<file path="config.mk">
export PLATFORM = sky130hd
export DESIGN_NAME = mem_port_arbiter_flat
export DESIGN_NICKNAME = d
export VERILOG_FILES = /design/src/rtl/mem_port_arbiter_if.sv /design/src/rtl/mem_port_arbiter.sv /design/src/flat_wrapper.sv
export SDC_FILE = /design/constraint.sdc
export NUM_CORES = 1
export LEC_CHECK = 0
export CAP_MARGIN = 30
export CORE_MARGIN = 4
export CORE_UTILIZATION = 44
export DETAILED_ROUTE_END_ITERATION = 8
export PLACE_DENSITY = 0.87
export SETUP_SLACK_MARGIN = 0.3
export SYNTH_ARGS = -nofsm -noshare
export SYNTH_HDL_FRONTEND = slang
export SYNTH_SLANG_ARGS = --single-unit
</file>
<file path="constraint.sdc">
create_clock -name clk_i -period 4.25 [get_ports clk_i]
set_clock_uncertainty 0.2 [all_clocks]
set_input_delay 0.6375 -clock clk_i [delete_from_list [all_inputs] [get_ports clk_i]]
set_output_delay 0.6375 -clock clk_i [all_outputs]
set_load 0.01 [all_outputs]
</file>
<file path="src/rtl/mem_port_arbiter_if.sv">
// rtl/mem_port_arbiter_if.sv - fetch/data/memory port bundle for mem_port_arbiter
interface mem_port_arbiter_if #(
    parameter int ADDR_W = 32,
    parameter int DATA_W = 32
);
    logic              if_req_i;
    logic [ADDR_W-1:0] if_addr_i;
    logic [DATA_W-1:0] if_rdata_o;
    logic              if_ack_o;

    logic              dm_req_i;
    logic              dm_we_i;
    logic [ADDR_W-1:0] dm_addr_i;
    logic [DATA_W-1:0] dm_wdata_i;
    logic [DATA_W-1:0] dm_rdata_o;
    logic              dm_ack_o;

    logic              mem_req_o;
    logic              mem_we_o;
    logic [ADDR_W-1:0] mem_addr_o;
    logic [DATA_W-1:0] mem_wdata_o;
    logic [DATA_W-1:0] mem_rdata_i;
    logic              mem_ack_i;

    logic              stall_o;
    logic              err_o;

    modport slave (
        input  if_req_i, if_addr_i,
        input  dm_req_i, dm_we_i, dm_addr_i, dm_wdata_i,
        input  mem_rdata_i, mem_ack_i,
        output if_rdata_o, if_ack_o, dm_rdata_o, dm_ack_o,
        output mem_req_o, mem_we_o, mem_addr_o, mem_wdata_o,
        output stall_o, err_o
    );

    modport master (
        output if_req_i, if_addr_i,
        output dm_req_i, dm_we_i, dm_addr_i, dm_wdata_i,
        output mem_rdata_i, mem_ack_i,
        input  if_rdata_o, if_ack_o, dm_rdata_o, dm_ack_o,
        input  mem_req_o, mem_we_o, mem_addr_o, mem_wdata_o,
        input  stall_o, err_o
    );
endinterface

</file>
<file path="src/rtl/mem_port_arbiter.sv">
// rtl/mem_port_arbiter.sv - fetch/data arbiter for one single-ported memory
// Optional busy-timeout abort enabled by defining ARB_TIMEOUT_EN.
module mem_port_arbiter #(
    parameter int ADDR_W  = 32,
    parameter int DATA_W  = 32,
    parameter int TIMEOUT = 255
) (
    input  logic                clk_i,
    input  logic                rst_i,
    mem_port_arbiter_if.slave   bus
);

    typedef enum logic [1:0] {
        IDLE   = 2'd0,
        BUSY_D = 2'd1,
        BUSY_I = 2'd2,
        RESP   = 2'd3
    } state_e;

    state_e            state_q;
    logic              mem_req_q;
    logic              mem_we_q;
    logic [ADDR_W-1:0] mem_addr_q;
    logic [DATA_W-1:0] mem_wdata_q;
    logic [DATA_W-1:0] if_rdata_q;
    logic [DATA_W-1:0] dm_rdata_q;
    logic              if_ack_q;
    logic              dm_ack_q;
    logic              err_q;
    logic              timeout;

    if (TIMEOUT < 1) begin : g_bad_timeout
        $error("mem_port_arbiter: TIMEOUT must be at least 1");
    end

`ifdef ARB_TIMEOUT_EN
    localparam int CNT_W = ($clog2(TIMEOUT + 1) > 8) ? $clog2(TIMEOUT + 1) : 8;

    logic [CNT_W-1:0] cnt_q;

    // Counter rests at zero outside BUSY, so it is already clear on BUSY entry.
    always_ff @(posedge clk_i) begin
        if (rst_i || (state_q != BUSY_D && state_q != BUSY_I)) begin
            cnt_q <= '0;
        end else if (!bus.mem_ack_i) begin
            cnt_q <= cnt_q + 1'b1;
        end
    end

    assign timeout = (cnt_q == CNT_W'(TIMEOUT - 1));
`else
    assign timeout = 1'b0;
`endif

    always_ff @(posedge clk_i) begin
        if (rst_i) begin
            state_q     <= IDLE;
            mem_req_q   <= 1'b0;
            mem_we_q    <= 1'b0;
            mem_addr_q  <= '0;
            mem_wdata_q <= '0;
            if_rdata_q  <= '0;
            dm_rdata_q  <= '0;
            if_ack_q    <= 1'b0;
            dm_ack_q    <= 1'b0;
            err_q       <= 1'b0;
        end else begin
            unique case (state_q)
                IDLE: begin
                    // Data wins: its instruction is older than the one being fetched.
                    if (bus.dm_req_i) begin
                        state_q     <= BUSY_D;
                        mem_req_q   <= 1'b1;
                        mem_we_q    <= bus.dm_we_i;
                        mem_addr_q  <= bus.dm_addr_i;
                        mem_wdata_q <= bus.dm_wdata_i;
                    end else if (bus.if_req_i) begin
                        state_q    <= BUSY_I;
                        mem_req_q  <= 1'b1;
                        mem_we_q   <= 1'b0;
                        mem_addr_q <= bus.if_addr_i;
                    end
                end
                BUSY_D, BUSY_I: begin
                    if (bus.mem_ack_i || timeout) begin
                        state_q   <= RESP;
                        mem_req_q <= 1'b0;
                        if (state_q == BUSY_D) begin
                            dm_ack_q <= 1'b1;
                            if (!bus.mem_ack_i) begin
                                dm_rdata_q <= '0;
                            end else if (!mem_we_q) begin
                                dm_rdata_q <= bus.mem_rdata_i;
                            end
                        end else begin
                            if_ack_q   <= 1'b1;
                            if_rdata_q <= bus.mem_ack_i ? bus.mem_rdata_i : '0;
                        end
                        if (!bus.mem_ack_i) begin
                            err_q <= 1'b1;
                        end
                    end
                end
                RESP: begin
                    state_q  <= IDLE;
                    if_ack_q <= 1'b0;
                    dm_ack_q <= 1'b0;
                end
                default: begin
                    state_q <= IDLE;
                end
            endcase
        end
    end

    assign bus.mem_req_o   = mem_req_q;
    assign bus.mem_we_o    = mem_we_q;
    assign bus.mem_addr_o  = mem_addr_q;
    assign bus.mem_wdata_o = mem_wdata_q;
    assign bus.if_rdata_o  = if_rdata_q;
    assign bus.if_ack_o    = if_ack_q;
    assign bus.dm_rdata_o  = dm_rdata_q;
    assign bus.dm_ack_o    = dm_ack_q;
    assign bus.err_o       = err_q;
    assign bus.stall_o     = (bus.if_req_i & ~if_ack_q) | (bus.dm_req_i & ~dm_ack_q);

endmodule

</file>
<file path="src/flat_wrapper.sv">
// flat-port wrapper written by rule: the top's interface ports become plain ports
module mem_port_arbiter_flat 
#(
    parameter int ADDR_W  = 32,
    parameter int DATA_W  = 32,
    parameter int TIMEOUT = 255
)
  (clk_i, rst_i, bus_if_req_i, bus_if_addr_i, bus_dm_req_i, bus_dm_we_i, bus_dm_addr_i, bus_dm_wdata_i, bus_mem_rdata_i, bus_mem_ack_i, bus_if_rdata_o, bus_if_ack_o, bus_dm_rdata_o, bus_dm_ack_o, bus_mem_req_o, bus_mem_we_o, bus_mem_addr_o, bus_mem_wdata_o, bus_stall_o, bus_err_o);
  mem_port_arbiter_if #(.ADDR_W(ADDR_W), .DATA_W(DATA_W)) bus_i ();
  input  logic clk_i;
  input  logic rst_i;
  input wire logic [$bits(bus_i.if_req_i)-1:0] bus_if_req_i;
  input wire logic [$bits(bus_i.if_addr_i)-1:0] bus_if_addr_i;
  input wire logic [$bits(bus_i.dm_req_i)-1:0] bus_dm_req_i;
  input wire logic [$bits(bus_i.dm_we_i)-1:0] bus_dm_we_i;
  input wire logic [$bits(bus_i.dm_addr_i)-1:0] bus_dm_addr_i;
  input wire logic [$bits(bus_i.dm_wdata_i)-1:0] bus_dm_wdata_i;
  input wire logic [$bits(bus_i.mem_rdata_i)-1:0] bus_mem_rdata_i;
  input wire logic [$bits(bus_i.mem_ack_i)-1:0] bus_mem_ack_i;
  output wire logic [$bits(bus_i.if_rdata_o)-1:0] bus_if_rdata_o;
  output wire logic [$bits(bus_i.if_ack_o)-1:0] bus_if_ack_o;
  output wire logic [$bits(bus_i.dm_rdata_o)-1:0] bus_dm_rdata_o;
  output wire logic [$bits(bus_i.dm_ack_o)-1:0] bus_dm_ack_o;
  output wire logic [$bits(bus_i.mem_req_o)-1:0] bus_mem_req_o;
  output wire logic [$bits(bus_i.mem_we_o)-1:0] bus_mem_we_o;
  output wire logic [$bits(bus_i.mem_addr_o)-1:0] bus_mem_addr_o;
  output wire logic [$bits(bus_i.mem_wdata_o)-1:0] bus_mem_wdata_o;
  output wire logic [$bits(bus_i.stall_o)-1:0] bus_stall_o;
  output wire logic [$bits(bus_i.err_o)-1:0] bus_err_o;
  assign bus_i.if_req_i = bus_if_req_i;
  assign bus_i.if_addr_i = bus_if_addr_i;
  assign bus_i.dm_req_i = bus_dm_req_i;
  assign bus_i.dm_we_i = bus_dm_we_i;
  assign bus_i.dm_addr_i = bus_dm_addr_i;
  assign bus_i.dm_wdata_i = bus_dm_wdata_i;
  assign bus_i.mem_rdata_i = bus_mem_rdata_i;
  assign bus_i.mem_ack_i = bus_mem_ack_i;
  assign bus_if_rdata_o = bus_i.if_rdata_o;
  assign bus_if_ack_o = bus_i.if_ack_o;
  assign bus_dm_rdata_o = bus_i.dm_rdata_o;
  assign bus_dm_ack_o = bus_i.dm_ack_o;
  assign bus_mem_req_o = bus_i.mem_req_o;
  assign bus_mem_we_o = bus_i.mem_we_o;
  assign bus_mem_addr_o = bus_i.mem_addr_o;
  assign bus_mem_wdata_o = bus_i.mem_wdata_o;
  assign bus_stall_o = bus_i.stall_o;
  assign bus_err_o = bus_i.err_o;
  mem_port_arbiter #(.ADDR_W(ADDR_W), .DATA_W(DATA_W), .TIMEOUT(TIMEOUT)) u_core (.clk_i(clk_i), .rst_i(rst_i), .bus(bus_i));
endmodule
</file>
==> Word-level counts from Yosys, hierarchy flattened <==
Index checks and enable logic that the tools add are counted.
{ "totals": {"ff_bits": 134, "elab_cells": 54, "in_bits": 134} }
{ "op_classes": {"reduce_logical": 13, "n_eq_ne": 7, "muxes": 18, "n_bitwise": 7} }
{ "op_table": {"columns": ["op", "n"], "rows": [
  ["$mux 32", 2],
  ["$reduce_and 3->1", 4],
  ["$mux 1", 9],
  ["$mux 2", 3],
  ["$pmux 1 s2", 3],
  ["$pmux 2 s3", 1],
  ["$reduce_and 2->1", 3],
  ["$reduce_bool 2->1", 3],
  ["$eq 2x2->1 const B", 2],
  ["$ne 2x2->1 const B", 2],
  ["$not 1->1", 4],
  ["$reduce_and 4->1", 1],
  ["$ne 3x3->1 const B", 1],
  ["$and 1x1->1", 2],
  ["$eq 2x1->1 const B", 1],
  ["$logic_not 2->1", 1],
  ["$ne 2x1->1 const B", 1],
  ["$reduce_or 2->1", 1],
  ["$or 1x1->1", 1]
]} }

==> Longest topological paths before layout <==
{ "depth": {"ltp_word": 4, "ltp_mapped": 7} }

==> Worst setup path before layout <==
No wires, ideal clock.
{ "synth_path": {"path_kind": "input to output", "start": "input port bus_dm_req_i", "end": "output port bus_stall_o", "arrival_time_ns": 1.184, "path_stages": 4, "slack_ns": 2.229, "path_buffers": 2, "cell_sequence": "buf_6 buf_6 inv_1 o22ai_1"} }
{ "synth_via": {"elab_chain_len": 2} }
{ "synth_rtl": {"columns": ["element", "line_no", "text"], "rows": [
  ["start: declaration", "flat_wrapper.sv:14", "input wire logic [$bits(bus_i.dm_req_i)-1:0] bus_dm_req_i;"],
  ["$and 1x1->1", "mem_port_arbiter.sv:125", "assign bus.stall_o = (bus.if_req_i & ~if_ack_q) | (bus.dm_req_i & ~dm_ack_q);"],
  ["$or 1x1->1", "mem_port_arbiter.sv:125", null],
  ["end: declaration", "flat_wrapper.sv:28", "output wire logic [$bits(bus_i.stall_o)-1:0] bus_stall_o;"]
]} }
No other way between the ends.

==> Final worst setup path <==
{ "layout_path": {"start": "input port bus_if_req_i", "end": "output port bus_stall_o"} }
{ "layout_via": {"elab_chain_len": 2} }
{ "layout_rtl": {"columns": ["element", "line_no", "text"], "rows": [
  ["start: declaration", "flat_wrapper.sv:12", "input wire logic [$bits(bus_i.if_req_i)-1:0] bus_if_req_i;"],
  ["$and 1x1->1", "mem_port_arbiter.sv:125", null],
  ["$or 1x1->1", "mem_port_arbiter.sv:125", null]
]} }
No other way between the ends.

==> impl_metrics.tcl <==
set metrics [dict create \
    status "complete, no violations" \
    dp_slack_ns 1.467 \
    syn2layout_area_growth_pct 60.12 \
    final_max_slew_viol_count 0 \
    mappedNetlistArea_mm2 0.005421 \
    clock_path_buffers 2 \
    path_clk_slew_ns 0.05 \
    finalCritPeriodShare_pct 65.36 \
    hold_buffers 0 \
    seq_area_frac_synth_pct 49.48 \
    numCtsBuffers 17 \
    insertedDiodeCount 0 \
    fin_nets 994 \
    fin_ws_ns 1.472 \
    hold_slack_ns 0.2502 \
    cts_resized 0 \
    numPortBuffers 266 \
    rr_startpoint "u_core.state_q[0]" \
    rsz0062_at_grt "false" \
    netlist_top_cells_count "nand2_1 (194), dfxtp_1 (134), a21oi_1 (73)" \
    root_buffer "clkbuf_16" \
    cp_max_fo 4 \
    startpoint_type "primary input" \
    htreeDepth 4 \
    ys_ff_latch 134 \
    p_leak_uw 0.003177 \
    synth_top_area_share_pct 49.48 \
    syn_area_per_cell_um2 8.902 \
    postCtsSetupRepairBufs 0 \
    synth_most_common_cell "nand2_1" \
    cap_violations 0 \
    syn_nets 748 \
    antenna_found_initial 0 \
    postRouteAntennaNets 0 \
    core_area_mm2 0.01206 \
    drc 0 \
    hp-class "reg2reg" \
    arrival_ns 1.94 \
    synth_area_leaders "dfxtp_1 (49%), nand2_1 (13%), a21oi_1 (6.7%)" \
    clk_latency_ns 0.41 \
    synth_cell_types 35 \
    power_uw 5075 \
    overflow 0 \
    hpwlAfterDp_um 11220 \
    relSlewSlack_pct 48.92 \
    io_pins 268 \
    num_rows 40 \
    ys.flop_type "dfxtp_1" \
    finalSetupViolCount 0 \
    wirelength_um 15800 \
    vias_per_cell 4.892 \
    powerDensity_mw_per_mm2 584.6 \
    synth_edf_count 0 \
    irDropWorstVdd_mv 0.3238 \
    syn-instance-count 609 \
    endpoint "bus_stall_o" \
    grt_pass1_wl_um 24870 \
    routabilityCongestion 0.7755 \
    cts_tree "built" \
    fmax_ghz 0.3600 \
    wl_per_cell_um 15.25 \
    initial_core_util_pct 44.95 \
    regToRegSetupSlack_ns 2.02 \
    die_h_um 119 \
    tightest_slew_ns 0.7661 \
    async_flop_share_pct 0 \
    crit_type "in2out" \
    grt_max_degree 81 \
    cp.required_ns 3.41 \
    vias 5068 \
    hold_violations 0 \
    cp-end-kind "primary output" \
    tns_ns 0 \
    drive_gt1_share_pct 10.83 \
    dieArea_mm2 0.01416 \
    fin_crit_ns 2.778 \
    grt_use_total_pct 22.00 \
    drtIter0Drc 362 \
    yosysWarnings 0 \
    cts_sinks 134 \
    first_pass_iters 4 \
    timing.rr.end "u_core.bus.mem_addr_o[8]" \
    fp.dieW_um 119 \
    grt_pass1_vias 5004 \
    startpoint "bus_if_req_i" \
    synth.largest_area_cell "dfxtp_1" \
    reg2regPathDepth 6 \
]
registers in the layout, indices dropped and copies added, names as in the netlist:
register                count
u_core.bus.dm_rdata_o      32
u_core.bus.if_rdata_o      32
u_core.bus.mem_addr_o      32
u_core.bus.mem_wdata_o     32
u_core.state_q              2
u_core.bus.dm_ack_o         1
u_core.bus.if_ack_o         1
u_core.bus.mem_req_o        1
u_core.bus.mem_we_o         1
stage by stage:
step                      util (%)  instances  cell area (um^2)
after detailed placement     66.85       1004              8063
final                        71.97       1036              8681
after CTS                    71.97       1036              8681
after floorplan                  -        609              5421
after global placement       66.72       1003              8048
after global routing         71.97       1036              8681
where the power goes:
group / internal, uW / switching [uW]
clock: 1010 / 521
combinational: 911 / 944
sequential: 1540 / 148
total: 3460 / 1610
area by class of cell:
type	count	area, um^2
fillers	909	3381
repair buffers	275	2755
flip-flops and latches	134	2683
multi-input cells	420	2389
clock buffers	24	471.7
well taps	168	210.2
clock inverters	8	146.4
inverters	7	26.28
cells in the final DEF (no fill, tap or decap), types with 2 or more instances in the layout:
cell type / synthesis / routed
buf_12: 0 / 2
ha_1: 5 / 5
nor2_1: 34 / 34
clkinv_2: 0 / 2
inv_1: 7 / 7
clkbuf_8: 0 / 2
clkdlybuf4s50_1: 0 / 264
mux2i_1: 32 / 32
a21oi_1: 73 / 73
nand2_1: 194 / 194
a211oi_1: 5 / 5
clkbuf_1: 11 / 5
clkbuf_16: 0 / 17
buf_4: 5 / 7
a21oi_2: 25 / 25
and3b_1: 2 / 2
bufinv_16: 0 / 4
o21ai_0: 3 / 3
dfxtp_1: 134 / 134
o211ai_1: 2 / 2
a211oi_2: 28 / 28
nand3b_1: 2 / 2
worst max-delay path, cell delays in order:
cell	delay, ns
clkdlybuf4s50_1	0.56
inv_1	0.06
o22ai_1	0.12
clkdlybuf4s50_1	0.55
kinds of logic (layout without fill, tap and decap cells):
family | count (synthesis) | count (layout) | synth area share (%)
multiplexers | 32 | 32 | 5.908
other | 1 | 1 | 0.06917
buffers and inverters | 55 | 314 | 6.485
flip-flops | 134 | 134 | 49.48
AND/OR/NAND/NOR | 239 | 239 | 17.38
adder cells (fa/ha/maj) | 5 | 5 | 1.154
AO/OA/AOI/OAI | 143 | 143 | 19.52
worst min-delay path by stage:
stage | depth (start not counted) | startpoint | end
after floorplan | 2 | u_core.bus.dm_rdata_o[17] | u_core.bus.dm_rdata_o[17]
after global placement | 2 | u_core.bus.mem_wdata_o[1] | u_core.bus.mem_wdata_o[1]
after detailed placement | 2 | u_core.bus.if_rdata_o[1] | u_core.bus.if_rdata_o[1]
after CTS | 2 | u_core.bus.mem_wdata_o[25] | u_core.bus.mem_wdata_o[25]
after global routing | 2 | u_core.bus.if_rdata_o[24] | u_core.bus.if_rdata_o[24]
final | 2 | u_core.bus.dm_rdata_o[31] | u_core.bus.dm_rdata_o[31]
metal layers:
metal	wire, um	global-route usage, %
met1	6178	24.31
met2	7752	38.01
met3	1626	9.307
met4	238	7.241
met5	0	0
Note: power is estimated with default switching activity, not from simulation.
